===== config.mk =====
export PLATFORM = sky130hd
export DESIGN_NAME = jzjpcc_mem_port_arbiter
export DESIGN_NICKNAME = d
export VERILOG_FILES = /design/src/rtl/jzjpcc_mem_port_arbiter.sv
export SDC_FILE = /design/constraint.sdc
export NUM_CORES = 1
export LEC_CHECK = 0
export BUFFER_PORTS_ARGS = -buffer_cell sky130_fd_sc_hd__buf_2
export CORE_MARGIN = 5
export CORE_UTILIZATION = 44
export CTS_CLUSTER_DIAMETER = 200
export CTS_CLUSTER_SIZE = 12
export DETAILED_ROUTE_END_ITERATION = 10
export GPL_TIMING_DRIVEN = 0
export PLACE_DENSITY = 0.88
export SLEW_MARGIN = 20
export SYNTH_ARGS = -nofsm -noshare
export SYNTH_HDL_FRONTEND = slang
export SYNTH_SLANG_ARGS = --single-unit

===== constraint.sdc =====
create_clock -name clock -period 2.47 [get_ports clock]
set_clock_uncertainty 0.15 [all_clocks]
set_input_delay 0.494 -clock clock [delete_from_list [all_inputs] [get_ports clock]]
set_output_delay 0.494 -clock clock [all_outputs]
set_load 0.02 [all_outputs]

===== src/rtl/jzjpcc_mem_port_arbiter.sv =====
// Single-port SRAM arbiter: fetch owns the port except for a two-cycle ISSUE/RESP data slot.
// Optional JZJPCC_ARB_READ_HOLD_EN keeps the last load result stable outside RESP.
module jzjpcc_mem_port_arbiter #(
  parameter int unsigned PC_MAX_B = 11
) (
  input  logic              clock,
  input  logic              reset,
  input  logic [PC_MAX_B:2] fetchAddress,
  input  logic              dataReq,
  input  logic              dataWriteEnable,
  input  logic [PC_MAX_B:2] dataAddress,
  input  logic [31:0]       dataWriteData,
  input  logic [3:0]        dataByteEnable,
  output logic [31:0]       dataReadData,
  output logic              dataAck,
  output logic [PC_MAX_B:2] sramAddress,
  output logic              sramWriteEnable,
  output logic [3:0]        sramByteEnable,
  output logic [31:0]       sramWriteData,
  input  logic [31:0]       sramReadData,
  output logic              stall_fetch,
  output logic              flush_decode,
  output logic [31:0]       stallCycleCount
);

  typedef enum logic [1:0] {
    FETCH = 2'd0,
    ISSUE = 2'd1,
    RESP  = 2'd2
  } state_t;

  state_t            r_state;
  state_t            w_next_state;
  logic              r_we;
  logic [PC_MAX_B:2] r_addr;
  logic [31:0]       r_wdata;
  logic [3:0]        r_be;
  logic [31:0]       r_stall_cnt;

  always_ff @(posedge clock) begin
    if (reset) r_state <= FETCH;
    else       r_state <= w_next_state;
  end

  // New requests are only taken while fetch owns the port.
  always_comb begin
    w_next_state = r_state;
    case (r_state)
      FETCH:   if (dataReq) w_next_state = ISSUE;
      ISSUE:   w_next_state = RESP;
      RESP:    w_next_state = FETCH;
      default: w_next_state = FETCH;
    endcase
  end

  // RESP replays the held PC so the instruction stalled during ISSUE is refetched.
  always_comb begin
    sramAddress     = fetchAddress;
    sramWriteEnable = 1'b0;
    stall_fetch     = 1'b0;
    flush_decode    = 1'b0;
    dataAck         = 1'b0;
    case (r_state)
      ISSUE: begin
        sramAddress     = r_addr;
        sramWriteEnable = r_we;
        stall_fetch     = 1'b1;
      end
      RESP: begin
        flush_decode = 1'b1;
        dataAck      = 1'b1;
      end
      default: ;
    endcase
  end

  // Request snapshot isolates the in-flight transaction from later input changes.
  always_ff @(posedge clock) begin
    if (reset) begin
      r_we    <= 1'b0;
      r_addr  <= '0;
      r_wdata <= 32'd0;
      r_be    <= 4'd0;
    end else if (r_state == FETCH && dataReq) begin
      r_we    <= dataWriteEnable;
      r_addr  <= dataAddress;
      r_wdata <= dataWriteData;
      r_be    <= dataByteEnable;
    end
  end

  always_ff @(posedge clock) begin
    if (reset)                 r_stall_cnt <= 32'd0;
    else if (r_state == ISSUE) r_stall_cnt <= r_stall_cnt + 32'd1;
  end

  assign sramByteEnable  = r_be;
  assign sramWriteData   = r_wdata;
  assign stallCycleCount = r_stall_cnt;

`ifdef JZJPCC_ARB_READ_HOLD_EN
  logic [31:0] r_rdata;

  always_ff @(posedge clock) begin
    if (reset)                         r_rdata <= 32'd0;
    else if (r_state == RESP && !r_we) r_rdata <= sramReadData;
  end

  assign dataReadData = (r_state == RESP) ? sramReadData : r_rdata;
`else
  assign dataReadData = sramReadData;
`endif

endmodule


==> results.sh <==
export IMPL_critPathArrivalTime_ps=2480
export IMPL_hold_buffers=0
export IMPL_clkLatencyLatePin_ps=340
export IMPL_drtIter0Drc=106
export IMPL_finalSetupViolations=0
export IMPL_setup_tns_final_ps=0
export IMPL_numCtsBuffers=9
export IMPL_path_class="flop to flop"
export IMPL_postRouteAntennaNets=0
export IMPL_switchingPower_uw=786
export IMPL_io_pin_count=206
export IMPL_timing_hold_ws_ps=236
export IMPL_regArea_um2=1620
export IMPL_core_area_um2=8130
export IMPL_cts_root_buffer="clkbuf_8"
export IMPL_drive_gt1_frac=0.382
export IMPL_clk_path_buf_depth=2
export IMPL_async_flop_share=0
export IMPL_synth_nets=552
export IMPL_ys_seq_area_frac=0.445
export IMPL_start_util=0.448
export IMPL_syn_to_final_growth_pct=34.4
export IMPL_antenna_cells=0
export IMPL_netlist_area_leader_share=0.445
export IMPL_dieHeight_um=101
export IMPL_grt_max_degree=17
export IMPL_num_vias=3852
export IMPL_clockPowerShare=0.367
export IMPL_h_tree_depth=3
export IMPL_gr_total_overflow=0
export IMPL_ys_ff_latch=81
export IMPL_post_route_period_util=0.958
export IMPL_synth_area_top_cells="dfxtp_1 44%, nand2_1 14%, a21oi_1 9.3%"
export IMPL_place_gp_congestion=0.847
export IMPL_layout_commonest_cell="buf_2"
export IMPL_rsz0062_at_grt="no"
export IMPL_synth_largest_area_cell="dfxtp_1"
export IMPL_avgSynthCellArea_um2=7.95
export IMPL_grt_pass1_wl_um=16400
export IMPL_maxSlewHeadroom=0.627
export IMPL_min_from="dataWriteData[6]"
export IMPL_internal_power_mw=2.10
export IMPL_clkTransAtPathRegs_ps=90
export IMPL_cts_sinks=81
export IMPL_nFillCells=753
export IMPL_via_per_inst=5.11
export IMPL_finalHoldViolCount=0
export IMPL_grtUsageTotal=0.195
export IMPL_ys_flop_type="dfxtp_1"
export IMPL_cp_required_ps=2580
export IMPL_rows=33
export IMPL_cp_startpoint="stallCycleCount[1]$_SDFFE_PP0P_"
export IMPL_synth_edf_count=0
export IMPL_drv_cap=0
export IMPL_powerDensity_nw_per_um2=589
export IMPL_tightestPinTransition_ps=554
export IMPL_ys_types=44
export IMPL_route_detailed_drc=0
export IMPL_final_max_slew_violation_count=0
export IMPL_holdCritPathClass="primary input to flop"
export IMPL_fin_crit_ps=2370
export IMPL_layout_common_cells="174 x buf_2, 136 x nand2_1, 80 x dfxtp_1, 68 x a21oi_1, 35 x buf_4"
export IMPL_p_leak_nw=2.26
export IMPL_wl_per_cell_um=13.8
export IMPL_outcome="finished clean"
export IMPL_die_w_um=101
export IMPL_synthesis_area_um2=3650
export IMPL_place_port_buffers=173
export IMPL_first_pass_iters=4
export IMPL_synth_cells=459
export IMPL_cts_tree="done"
export IMPL_pwr_share_seq=0.480
export IMPL_grt_pass1_vias=3671
export IMPL_grt_antenna_before_repair=0
export IMPL_crit_fanout=10
export IMPL_die_area_um2=10200
export IMPL_cp_end_kind="flop"
export IMPL_multi_input_area_um2=1640
export IMPL_peakVddDrop_mv=0.411
export IMPL_yosysWarnings=0
export IMPL_routed_wl_um=10400
export IMPL_switching_share=0.272
export IMPL_r2r_start="stallCycleCount[1]$_SDFFE_PP0P_"
export IMPL_crit_path_start_kind="flop"
export IMPL_nets=737
export IMPL_clock_fmax_mhz=423
export IMPL_p_comb_frac=0.153
export IMPL_hpwl_um=8120
[sequential cells by signal (all words and copies together), names as in the netlist]
| name | flops |
|---|---|
| stallCycleCount | 32 |
| sramWriteData | 32 |
| r_addr | 10 |
| r_we | 1 |
| sramByteEnable | 4 |
| r_state | 2 |
[Yosys cell counts (2+ instances only)]
library cell  instances
a21oi_1              68
and2_1                2
buf_1                 8
buf_4                33
clkbuf_1             13
clkbuf_8              2
dfxtp_1              81
inv_1                 6
mux2_2                3
nand2_1             136
nand3_1               5
nand4_1               8
nor2_1               14
nor2b_1               4
nor3_1                2
nor4_1                7
o21ai_0               7
o31ai_1               9
o41ai_1               4
or3_1                 6
or4_1                11
or4b_1                3
xnor2_1               5
xor2_1                2
[worst max-delay path, cell delays in order, from the launching register on]
cell,delay (ps)
dfxtp_1,420
ha_4,190
nand4b_4,140
or4_1,540
buf_2,190
or4_1,500
a21oi_1,170
[kinds of logic after synthesis]
| kind of cell | after synthesis | share of synthesized area |
|---|---|---|
| multiplexers | 4 | 0.0123 |
| AO/OA/AOI/OAI | 88 | 0.131 |
| XOR/XNOR | 7 | 0.0168 |
| flip-flops | 81 | 0.445 |
| AND/OR/NAND/NOR | 212 | 0.279 |
| adder cells (fa/ha/maj) | 1 | 0.00343 |
| buffers and inverters | 66 | 0.113 |
[area by class of cell]
cell class	instances	share of cell area
inverter	6	0.00536
timing repair buffer	175	0.180
clock buffer	9	0.0253
tap	105	0.0268
multi-input combinational	312	0.334
clock inverter	7	0.0194
buffer	59	0.0786
sequential	81	0.331
[power by group through the flow]
stage               Clock [mW]  Sequential (mW)  Combinational, mW
floorplan                    0             1.46              0.228
global placement             0             1.41              0.431
detailed placement           0             1.41              0.440
CTS                       1.07             1.38              0.440
global route              1.13             1.39              0.484
finish                    1.06             1.39              0.440
[metrics by stage]
step / cells / setup slack (ps) / util / power, mW / instance area, um2
floorplan: 459 / 135 / - / 1.69 / 3650
global placement: 737 / 123 / 0.571 / 1.84 / 4640
detailed placement: 737 / 50.7 / 0.571 / 1.85 / 4640
CTS: 752 / 6.83 / 0.597 / 2.89 / 4860
global route: 754 / 6.08 / 0.603 / 3.01 / 4900
finish: 754 / 105 / 0.603 / 2.89 / 4900
[final timing paths]
kind              depth (start not counted)                          endpoint  slack, ps
setup / recovery                          6  stallCycleCount[24]$_SDFFE_PP0P_        100
hold / removal                            3     sramWriteData[6]$_SDFFE_PP0P_        240
setup reg to reg                          6  stallCycleCount[24]$_SDFFE_PP0P_        100
hold reg to reg                           2    sramWriteData[13]$_SDFFE_PP0P_        300
[timing repair]
item / CTS / global route
resized for setup: 0 / 7
endpoints found under the setup margin: 10 / 16
endpoints found under the hold margin: 0 / 0
setup buffers: 0 / 2
[per-layer routing]
layer,global-route usage,part of all wire,vias up
met5,0,0,-
met4,0.0491,0.0060,0
met3,0.0657,0.092,6
met2,0.355,0.52,155
met1,0.218,0.38,1795
li1,-,-,1896
Power figures use the tool's default switching activity.
